<file path="src/rtl/uart_rx_os.sv">
// Oversampling UART receiver: 2-flop synchroniser, 16x sampling with majority vote,
// runtime data width/parity/stop configuration, break detection and a FWFT receive FIFO.
module uart_rx_os #(
   parameter int DATA_W     = 8,
   parameter int DIV_W      = 16,
   parameter int FIFO_DEPTH = 4
) (
   input  logic              clk,
   input  logic              reset,
   input  logic              rx,
   input  logic [DIV_W-1:0]  div,
   input  logic [3:0]        cfg_len,
   input  logic              cfg_par_en,
   input  logic              cfg_par_odd,
   input  logic              cfg_stop2,
   input  logic              rd_en,
   input  logic              clr_overrun,
   output logic              rd_valid,
   output logic [DATA_W-1:0] rd_data,
   output logic              rd_par_err,
   output logic              rd_frame_err,
   output logic              overrun,
   output logic              break_det,
   output logic              rx_busy
);

   localparam int AW = $clog2(FIFO_DEPTH);
   localparam int EW = DATA_W + 2;

   localparam logic [2:0] ST_IDLE    = 3'd0;
   localparam logic [2:0] ST_START   = 3'd1;
   localparam logic [2:0] ST_DATA    = 3'd2;
   localparam logic [2:0] ST_PARITY  = 3'd3;
   localparam logic [2:0] ST_STOP    = 3'd4;
   localparam logic [2:0] ST_STOP2   = 3'd5;
   localparam logic [2:0] ST_WAIT_HI = 3'd6;

   logic              rx_m;
   logic              rx_s;
   logic [DIV_W-1:0]  tick_cnt;
   logic              tick;
   logic [3:0]        s_cnt;
   logic [2:0]        state;
   logic [2:0]        state_next;
   logic              samp7;
   logic              samp8;
   logic              maj;
   logic              at_mid;
   logic              at_end;
   logic [DATA_W-1:0] shreg;
   logic [DATA_W-1:0] bit_mask;
   logic [3:0]        bit_cnt;
   logic              par_err_r;
   logic              frame_err_r;
   logic              par_zero_r;
   logic              brk_r;
   logic              stop_fe;
   logic              brk_now;
   logic              push;
   logic              push_fe;
   logic              push_brk;
   logic [EW-1:0]     push_word;

   logic [EW-1:0]     fifo_mem [FIFO_DEPTH];
   logic [AW:0]       wr_ptr;
   logic [AW:0]       rd_ptr;
   logic              fifo_empty;
   logic              fifo_full;
   logic              do_rd;
   logic              do_wr;
   logic [EW-1:0]     head;

   assign tick     = (tick_cnt == '0);
   assign at_mid   = tick & (s_cnt == 4'd9);
   assign at_end   = tick & (s_cnt == 4'd15);
   assign maj      = (samp7 & samp8) | (samp7 & rx_s) | (samp8 & rx_s);
   assign bit_mask = {{(DATA_W-1){1'b0}}, 1'b1} << bit_cnt;
   assign stop_fe  = frame_err_r | ~maj;
   // A break is an all-zero character whose first stop bit is also low.
   assign brk_now  = (shreg == '0) & par_zero_r & ~maj;
   assign push_word = {push_fe, par_err_r, shreg};

   // Input synchroniser and oversample tick generator.
   always_ff @(posedge clk) begin
      if (reset) begin
         rx_m     <= 1'b1;
         rx_s     <= 1'b1;
         tick_cnt <= div;
      end else begin
         rx_m     <= rx;
         rx_s     <= rx_m;
         tick_cnt <= tick ? div : (tick_cnt - DIV_W'(1));
      end
   end

   // Next-state and push decision.
   always_comb begin
      state_next = state;
      push       = 1'b0;
      push_fe    = frame_err_r;
      push_brk   = 1'b0;
      case (state)
         ST_IDLE: begin
            if (tick & ~rx_s) state_next = ST_START;
            else              state_next = ST_IDLE;
         end
         ST_START: begin
            if (at_mid & maj) state_next = ST_IDLE;
            else if (at_end)  state_next = ST_DATA;
            else              state_next = ST_START;
         end
         ST_DATA: begin
            if (at_end && (bit_cnt == cfg_len)) state_next = cfg_par_en ? ST_PARITY : ST_STOP;
            else                                state_next = ST_DATA;
         end
         ST_PARITY: begin
            if (at_end) state_next = ST_STOP;
            else        state_next = ST_PARITY;
         end
         ST_STOP: begin
            if (at_mid & ~cfg_stop2) begin
               push       = 1'b1;
               push_fe    = stop_fe;
               push_brk   = brk_now;
               state_next = stop_fe ? ST_WAIT_HI : ST_IDLE;
            end else if (at_end & cfg_stop2) begin
               state_next = ST_STOP2;
            end else begin
               state_next = ST_STOP;
            end
         end
         ST_STOP2: begin
            if (at_mid) begin
               push       = 1'b1;
               push_fe    = stop_fe;
               push_brk   = brk_r;
               state_next = stop_fe ? ST_WAIT_HI : ST_IDLE;
            end else begin
               state_next = ST_STOP2;
            end
         end
         ST_WAIT_HI: begin
            if (tick & rx_s) state_next = ST_IDLE;
            else             state_next = ST_WAIT_HI;
         end
         default: state_next = ST_IDLE;
      endcase
   end

   // Receiver state, sample counter and character assembly.
   always_ff @(posedge clk) begin
      if (reset) begin
         state       <= ST_IDLE;
         rx_busy     <= 1'b0;
         s_cnt       <= 4'd0;
         samp7       <= 1'b1;
         samp8       <= 1'b1;
         shreg       <= '0;
         bit_cnt     <= 4'd0;
         par_err_r   <= 1'b0;
         frame_err_r <= 1'b0;
         par_zero_r  <= 1'b1;
         brk_r       <= 1'b0;
         break_det   <= 1'b0;
      end else begin
         state     <= state_next;
         rx_busy   <= (state_next != ST_IDLE);
         break_det <= push & push_brk;
         if (tick) begin
            if (state == ST_IDLE) s_cnt <= 4'd0;
            else                  s_cnt <= s_cnt + 4'd1;
            if (s_cnt == 4'd7) samp7 <= rx_s;
            if (s_cnt == 4'd8) samp8 <= rx_s;
         end
         if (state == ST_IDLE) begin
            shreg       <= '0;
            bit_cnt     <= 4'd0;
            par_err_r   <= 1'b0;
            frame_err_r <= 1'b0;
            par_zero_r  <= 1'b1;
            brk_r       <= 1'b0;
         end else if (at_mid) begin
            case (state)
               ST_DATA: begin
                  shreg   <= maj ? (shreg | bit_mask) : shreg;
                  bit_cnt <= bit_cnt + 4'd1;
               end
               ST_PARITY: begin
                  par_err_r  <= (((^shreg) ^ maj) != cfg_par_odd);
                  par_zero_r <= ~maj;
               end
               ST_STOP: begin
                  frame_err_r <= stop_fe;
                  brk_r       <= brk_now;
               end
               ST_STOP2: frame_err_r <= stop_fe;
               default: ;
            endcase
         end
      end
   end

   assign fifo_empty = (wr_ptr == rd_ptr);
   assign fifo_full  = (wr_ptr[AW] != rd_ptr[AW]) && (wr_ptr[AW-1:0] == rd_ptr[AW-1:0]);
   assign do_rd      = rd_en & ~fifo_empty;
   // A full FIFO still accepts a push when the head is popped in the same cycle.
   assign do_wr      = push & (~fifo_full | do_rd);

   // FIFO pointers and sticky overrun.
   always_ff @(posedge clk) begin
      if (reset) begin
         wr_ptr  <= '0;
         rd_ptr  <= '0;
         overrun <= 1'b0;
      end else begin
         if (do_wr) wr_ptr <= wr_ptr + (AW+1)'(1);
         if (do_rd) rd_ptr <= rd_ptr + (AW+1)'(1);
         if (push & fifo_full & ~rd_en) overrun <= 1'b1;
         else if (clr_overrun)          overrun <= 1'b0;
      end
   end

   // FIFO storage.
   always_ff @(posedge clk) begin
      if (do_wr) fifo_mem[wr_ptr[AW-1:0]] <= push_word;
   end

   // Head of FIFO presented combinationally, zero when empty.
   always_comb begin
      if (fifo_empty) head = '0;
      else            head = fifo_mem[rd_ptr[AW-1:0]];
   end

   assign rd_valid     = ~fifo_empty;
   assign rd_data      = head[DATA_W-1:0];
   assign rd_par_err   = head[DATA_W];
   assign rd_frame_err = head[DATA_W+1];

endmodule

</file>
<file path="config.mk">
export PLATFORM = sky130hd
export DESIGN_NAME = uart_rx_os
export DESIGN_NICKNAME = d
export VERILOG_FILES = /design/src/rtl/uart_rx_os.sv
export SDC_FILE = /design/constraint.sdc
export NUM_CORES = 1
export LEC_CHECK = 0
export CAP_MARGIN = 20
export CORE_MARGIN = 10
export CORE_UTILIZATION = 40
export DETAILED_ROUTE_END_ITERATION = 10
export PLACE_DENSITY = 0.59
export SYNTH_ARGS = -nofsm -noshare
export SYNTH_HDL_FRONTEND = slang
export SYNTH_SLANG_ARGS = --single-unit
export TNS_END_PERCENT = 50
</file>
<file path="constraint.sdc">
create_clock -name clk -period 2.9 [get_ports clk]
set_clock_uncertainty 0.2 [all_clocks]
set_input_delay 0.58 -clock clk [delete_from_list [all_inputs] [get_ports clk]]
set_output_delay 0.58 -clock clk [all_outputs]
set_load 0.005 [all_outputs]
</file>
# == Word level (Yosys, flattened, before mapping) ==
# Memory sizes are Yosys's and may differ from the RTL's. A register that Yosys moved wholly into a read port is not among the register bits.
# Cells that the tools add are included.
# op_classes
n_shift,1
div,0
reduce_logical,17
n_mul,0
n_eq_ne,15
magnitude_cmp,0
n_addsub,5
bitwise,29
n_mux,31
# op_table
op,count
16-bit 2-to-1 mux,2
3-bit 2-to-1 mux,7
3-bit case mux with 7 select lines,1
1-bit AND,17
16-bit zero test,1
16-bit by 1-bit subtractor with 16-bit output (second input constant),1
4-bit equality test (second input constant),3
1-bit 2-to-1 mux,12
2-bit AND reduction,6
10-bit 2-to-1 mux,1
3-bit equality test (second input constant),3
4-bit by 1-bit adder with 4-bit output (second input constant),2
8-bit zero test,1
2-bit 2-to-1 mux,4
8-bit bitwise OR,1
8-bit parity,1
1-bit by 4-bit left shift with 8-bit output (first input constant),1
3-bit by 1-bit adder with 3-bit output (second input constant),2
3-bit by 2-bit equality test with 1-bit output (second input constant),2
1-bit NOT,6
1-bit case mux with 2 select lines,3
4-bit by 3-bit equality test with 1-bit output (second input constant),1
4-bit equality test,1
4-bit 2-to-1 mux,1
other kinds (12),18
# word_totals
input_bits,28
elab_cells,117
register_bits,52
latchBits,0
memories,1
ramBits,40
output_inout_bits,14
mem_bits_ro,0
# mem_list
name,depth,width,read_ports,rd_ports_with_merged_regs,write_ports,line_no,text
fifo_mem,4,10,1,1,1,64,logic [EW-1:0] fifo_mem [FIFO_DEPTH];

# == Depth between registers and ports, before layout ==
# logic_depth
ltp_word,9
depth_mapped,10
mapped_depth_nobuf,8

# == Least setup slack after synthesis ==
# OpenSTA, ideal clock, no wires.
# synth_timing
path_type,reg-to-reg
startpoint,register tick_cnt[10]
endpoint,"memory fifo_mem[3][0] (netlist name), enable pin"
required_ns,2.312
path_buffers,0
slack_ns,0.238
synth_period_minus_slack_ns,2.662
t_arrival_ns,2.073
setup_time_ns,0.388
path_stages_with_launch,5
path_cell_list,dfxtp_1 or3_4 nor4_4 nand4_2 nor4b_2
# synth_via
elab_chain_len,8
elab_cells_between_ends,9
classes_between,mux (5); bitwise (3); reduce/logical (1)
# synth_lines
item,line_no,text
start: declaration,40,logic [DIV_W-1:0] tick_cnt;
start signal: assignment,88,tick_cnt <= div;
start signal: assignment,92,tick_cnt <= tick ? div : (tick_cnt - DIV_W'(1));
16-bit zero test (*),73,assign tick = (tick_cnt == '0);
1-bit AND (*),74,assign at_mid = tick & (s_cnt == 4'd9);
1-bit AND,121,if (at_mid & ~cfg_stop2) begin
1-bit 2-to-1 mux,121,
1-bit case mux with 2 select lines (*),102,case (state)
1-bit AND (*),207,assign do_wr = push & (~fifo_full | do_rd);
1-bit 2-to-1 mux (*),225,if (do_wr) fifo_mem[wr_ptr[AW-1:0]] <= push_word;
1-bit 2-to-1 mux (implied by the code) (*),225,
end: declaration,64,
# Every way passes the cells marked *; elsewhere a longest branch is shown, timed or not.

==> results.txt <==
outcome = finished, final reports clean
Synth Register Bits = 94
Final #Nets = 493
# hold bufs at CTS = 0
DR WL/cell = 14.40 µm
DP Worst Slack = 0.1710 ns
CTS clock-pin slew for the worst setup and hold paths = 0.10 ns
MaxCap Viol Count = 0
fin crit share = 94.96%
I/O Buffers = 41
Via Count = 2,960
Least-Margin Pin Slew = 0.7526 ns
Initial Util = 40.65%
CTS max path bufs = 2
Die Y = 124.5 µm
Fin Setup TNS = 0 ns
FILL cells = 1,021
GRT Overall Usage = 10.98%
setup slack after layout = 0.1460 ns
CTS tree = done
remaining antenna violation count = 0
Max FO, Critical Path = 10
syn_area_per_cell = 11.00 µm²
footprint of the multi-input gates = 0.001949 mm²
residual overflow from global routing = 0
Rel. slew slack = 49.30%
first-pass GRT wire length = 14.50 mm
Reg-to-Reg Start = tick_cnt[9]
# clock sinks = 94
fin crit period = 2.754 ns
commonest non-fill, non-tap cell in the layout = dfxtp_1
share of the synthesized area in the top cell type = 27.50%
clk_lat worst skew = 0.35 ns
Post-route DRC = 0
initial antenna violation count = 0
Final Hold Fails = 0
Yosys warnings = 0
Final Max Slew Viols = 0
FMAX = 0.3631 GHz
Critical Path Sink = rd_data[1]
Antenna Cells = 0
Post-synth ARST share = 0%
pin count of the biggest net entering global routing = 34
most frequent cells in the layout = 54 x dfxtp_1, 41 x clkdlybuf4s50_1, 40 x edfxtp_1, 32 x nand2_1, 26 x xnor2_1
width of the die = 124.5 µm
Core Box Area = 0.01075 mm²
cells on worst reg2reg path = 6
Util after Layout = 48.11%
DP HPWL = 6.330 mm
reg2reg setup slack = 0.28 ns
total leakage power = 1.851 nW
hold slack final = 0.2182 ns
number of global-route vias before repair = 3,044
drt first-iter violations = 211
PD cells = 453.8 mW/mm²
First-pass DRT Iterations = 4
critical path arrival = 1.97 ns
worst flop-to-flop path endpoint = rx_busy
Mapped Area = 0.004368 mm²
Post-CTS Setup Inserts = 0
RSZ-0062 raised after global routing = no
Core Rows = 38
post-synthesis cell count = 397
Die ar. = 0.01550 mm²
Hold WC Path Type = register to register
Primary FF master, synth = dfxtp_1
clock root cell = clkbuf_8
critical path class = register to primary output
post-synth cell types = 52
Reg area = 0.002282 mm²
crit end category = primary output
Post-synth EDFFs = 40
crit start category = register
H-tree depth = 3
Placed Cells = 575
syn_nets = 444
Routed WL = 8.512 mm
total CTS buffers = 9
drt via density = 5.008
largest area contributor in the netlist = edfxtp_1
Setup Viol. Count Final = 0
Finished Layout Cells = 591
routability cong. = 0.7501
maximum VDD drop = 0.1977 mV
share of layout cells above drive strength 1 = 11.97%
# IOs = 42
Area contributors post-synth = edfxtp_1 27%, dfxtp_1 25%, ha_1 5.4%, xnor2_1 5.2%, mux4_2 5.2%
post-synthesis sequential area ratio = 52.25%
Layout area overhead = 18.36%
WP data required = 2.12 ns
-- power breakdown --
part           internal, mW  switching [mW]
clock network         0.318           0.465
logic                0.0804          0.0594
registers              1.39          0.0289
total                  1.79           0.554
-- area by class of cell --
class	instances	share of cell area, %
timing repair buffer	53	9.753
clock buffer	10	2.469
sequential	94	44.14
clock inverter	6	0.8712
inverter	23	1.670
tap	140	3.388
multi-input combinational	265	37.71
-- layer usage --
metal	up-vias	GRT usage, %	part of all wire [%]
met4	0	4.249	1.0
met1	1369	13.51	46
met3	10	2.723	5.6
li1	1502	-	-
met2	79	18.05	48
met5	-	0	0
-- worst min path at each step --
stage               cells after the start  start   end
finish                                  1   rx_m  rx_s
floorplan                               1   rx_m  rx_s
detailed placement                      1   rx_m  rx_s
CTS                                     1   rx_m  rx_s
global route                            1   rx_m  rx_s
global placement                        1   rx_m  rx_s
-- cells by family after synthesis --
kind of cell               Yosys count  share of synthesized area, %
AOI/OAI and AO/OA                   56                         7.562
xor gates and xnor gates            33                         6.617
buffers and inverters               38                         3.380
adders and majority gates           20                         5.672
DFF                                 94                         52.25
muxes                               17                         6.760
and+or+nand+nor                    139                         17.76
-- worst max-delay path, stage by stage, from the launching register on --
cell	delay, ns
dfxtp_1	0.33
buf_6	0.18
mux4_2	0.51
nor2b_1	0.15
clkdlybuf4s50_1	0.45
-- cell usage after synthesis (2+ instances only) --
cell type  number
nand4b_1        2
o21ai_0        16
nand2_1        32
and4_1          2
mux4_2         10
nor4_1          2
inv_1          23
nor3b_1         2
xor2_1          7
nor2_1         25
nand4_1         4
clkbuf_1       10
buf_2           4
a21oi_1        13
o21ai_1         9
nor3_1          9
edfxtp_1       40
dfxtp_1        54
nand4_2         2
mux2i_1         7
nor3_2          2
nand3_1        15
and3_1          2
or3_1           5
ha_1           19
a31oi_1         4
o31ai_1         3
a211oi_1        2
nor2b_1        15
a21o_1          2
xnor2_1        26
and2_1          7
or2_2           3
-- through the flow --
stage / area [µm²] / power (mW)
after global placement: 4986 / 1.592
final: 5170 / 2.346
after detailed placement: 4986 / 1.593
after floorplan: 4368 / 1.529
after CTS: 5159 / 2.372
after global routing: 5170 / 2.453
-- state kept, by name, indices dropped and copies added, names as in the netlist, 3 cells and up, named ones only --
register and flops:
rd_ptr 3, bit_cnt 4, fifo_mem 40, wr_ptr 3, state 3, s_cnt 4
tick_cnt 16, shreg 8
-- what timing repair did --
action / 4_1_cts / 5_1_grt
endpoints found under the hold margin: 0 / 0
gates resized for setup: 0 / 4
setup endpoints to repair: 0 / 20
No activity file was read; power rests on OpenSTA's default activity.
==> RTL change: new RTL, same flow settings <==
Remove the register `rx_busy`: a continuous assignment takes its place, so the output `rx_busy` follows one clock earlier.
--- a/src/rtl/uart_rx_os.sv
+++ b/src/rtl/uart_rx_os.sv
@@ -151,7 +151,6 @@
    always_ff @(posedge clk) begin
       if (reset) begin
          state       <= ST_IDLE;
-         rx_busy     <= 1'b0;
          s_cnt       <= 4'd0;
          samp7       <= 1'b1;
          samp8       <= 1'b1;
@@ -164,7 +163,6 @@
          break_det   <= 1'b0;
       end else begin
          state     <= state_next;
-         rx_busy   <= (state_next != ST_IDLE);
          break_det <= push & push_brk;
          if (tick) begin
             if (state == ST_IDLE) s_cnt <= 4'd0;
@@ -200,6 +198,8 @@
       end
    end
 
+   assign rx_busy = (state_next != ST_IDLE);
+
    assign fifo_empty = (wr_ptr == rd_ptr);
    assign fifo_full  = (wr_ptr[AW] != rd_ptr[AW]) && (wr_ptr[AW-1:0] == rd_ptr[AW-1:0]);
    assign do_rd      = rd_en & ~fifo_empty;
Function: changed (Yosys sat finds a counterexample within 4 cycles, from zero or initial values and one cycle with reset high).
==> RTL change against the original RTL <==
Clock power increased by 6.6%. Worst setup slack got worse by 120 ps. Highest routed layer unchanged. Wire length grew 4.6%. Critical path type unchanged. Power is 3.5% higher. Utilization is 2.7 points higher. Synthesized area rose by 0.63%. Sequential cell count shrank 1. Final area rose by 6.1%. Via count up 4.1%.
==> RTL change: results (changes against the original RTL) <==
Status
  • Outcome: completed

Detailed routing
  • Vias after detailed routing: 3081 (+4.1%)
  • Vias per cell: 4.977 (-0.62%)
  • 1st-iter DRT viols: 197 (-6.6%)
  • Drt wl/cell: 14.39 µm (-0.12%)

Logic synthesis
  • Mapped Cells: 401 (+1.0%)
  • List of most frequent post-synthesis cells: dfxtp_1 (53), nor2_1 (47), edfxtp_1 (40), a21oi_1 (33), ha_1 (19)
  • Synth Flop Type: dfxtp_1
  • Post-synth EDFFs: 40 (unchanged)
  • Register area share after synthesis: 51.47% (-0.78 points)
  • Top cells by area, synth: edfxtp_1 (27%), dfxtp_1 (24%), ha_1 (5.4%)
  • Post-synth net total: 448 (+0.90%)
  • Post-synthesis cell type count: 52 (unchanged)

Power and ir drop
  • Worst VDD drop: 0.2024 mV (+2.4%)
  • Clk power: 0.000835 W (+6.6%)
  • Psw: 0.0006100 W (+10%)
  • Pwr dens: 442.6 mW/mm² (-2.5%)
  • Leak: 1.938 nW (+4.7%)

Global routing
  • Global-route wire length before repair: 14.80 mm (+2.1%)
  • Overall Global Routing Usage: 11.24% (+0.26 points)
  • Antenna violations before repair: 0 (unchanged)
  • Largest net degree at the start of global routing: 31 (-8.8%)
  • Vias in the first global route: 3165 (+4.0%)

Critical path
  • CP endpoint: rx_busy
  • FF-to-FF Start: state[1]
  • Crit-path leading delay family: compound AO/OA/AOI/OAI gates
  • R2R setup slack: 460 ps (+180 ps)
  • Arr. time, crit path: 2090 ps (+120 ps)
  • Max FO, Critical Path: 3 (-7)
  • Worst path max stage delay: 340 ps (-170 ps)
  • Critical path class: register to output pin
  • FF-to-FF End: fifo_mem[3][0]
  • Critical Path Slowest Stage Cell: dfxtp_2

Clocking
  • Skew-Pair Late Insertion Delay: 370 ps (+20 ps)
  • CTS root buffer: clkbuf_8
  • # H-tree levels: 3 (unchanged)
  • Clock transition at the registers of the reported paths: 100 ps (about the same)
  • CTS Buf Count: 9 (unchanged)

Cells and area
  • Final net count: 521 (+5.7%)
  • Antenna Cells: 0 (unchanged)
  • Layout cells sized above 1: 21.50% (+9.5 points)

STA
  • Slew of the pin with the lowest slew margin: 613.4 ps (-139.2 ps)
  • Worst hold slack: 216.4 ps (-1.782 ps)
  • Min setup slack post-route: 26.70 ps (-119.3 ps)

Placement
  • Placed cell count: 597 (+3.8%)
  • Port buffer count: 41 (unchanged)
  • Final Wtd Congestion: 0.8379 (+12%)
  • Post-DP HPWL: 6.622 mm (+4.6%)
  • Dpl ws: -186.5 ps (-357.5 ps)
  • Placed cell areas: 0.005162 mm² (+3.5%)

Run
  • Max-cap violations: 0 (unchanged)

Min path
  • Hold crit path type: register to register
  • Hold depth: 1 (unchanged)
==> RTL change: cell families after synthesis <==
kind of cell | synth area share, %
xor+xnor | 6.177
flops | 51.47
compound gates | 7.714
simple gates | 20.07
mux | 6.291
fa+ha+maj | 5.409
buf+inv | 2.875
==> RTL change: routing by layer <==
layer | part of all wire [%] | up-vias | GRT usage, %
met2 | 49 | 59 | 19.54
li1 | - | 1571 | -
met1 | 45 | 1438 | 12.77
met3 | 4.5 | 13 | 3.319
met4 | 1.7 | 0 | 3.997
met5 | 0 | - | 0
==> RTL change: final cells by class <==
class | instances | area, µm²
Tap cell | 140 | 175.2
Sequential cell | 93 | 2270
Timing Repair Buffer | 77 | 704.4
Inverter | 18 | 67.56
Clock buffer | 9 | 123.9
Fill cell | 974 | 5309
Multi-Input combinational cell | 275 | 2081
Clock inverter | 7 | 62.56
==> RTL change: timing repair <==
item	4_1_cts	5_1_grt
resized for setup	14	16
setup buffers	1	5
endpoints found under the hold margin	0	0
setup endpoints to repair	1	11
pin swaps	5	8
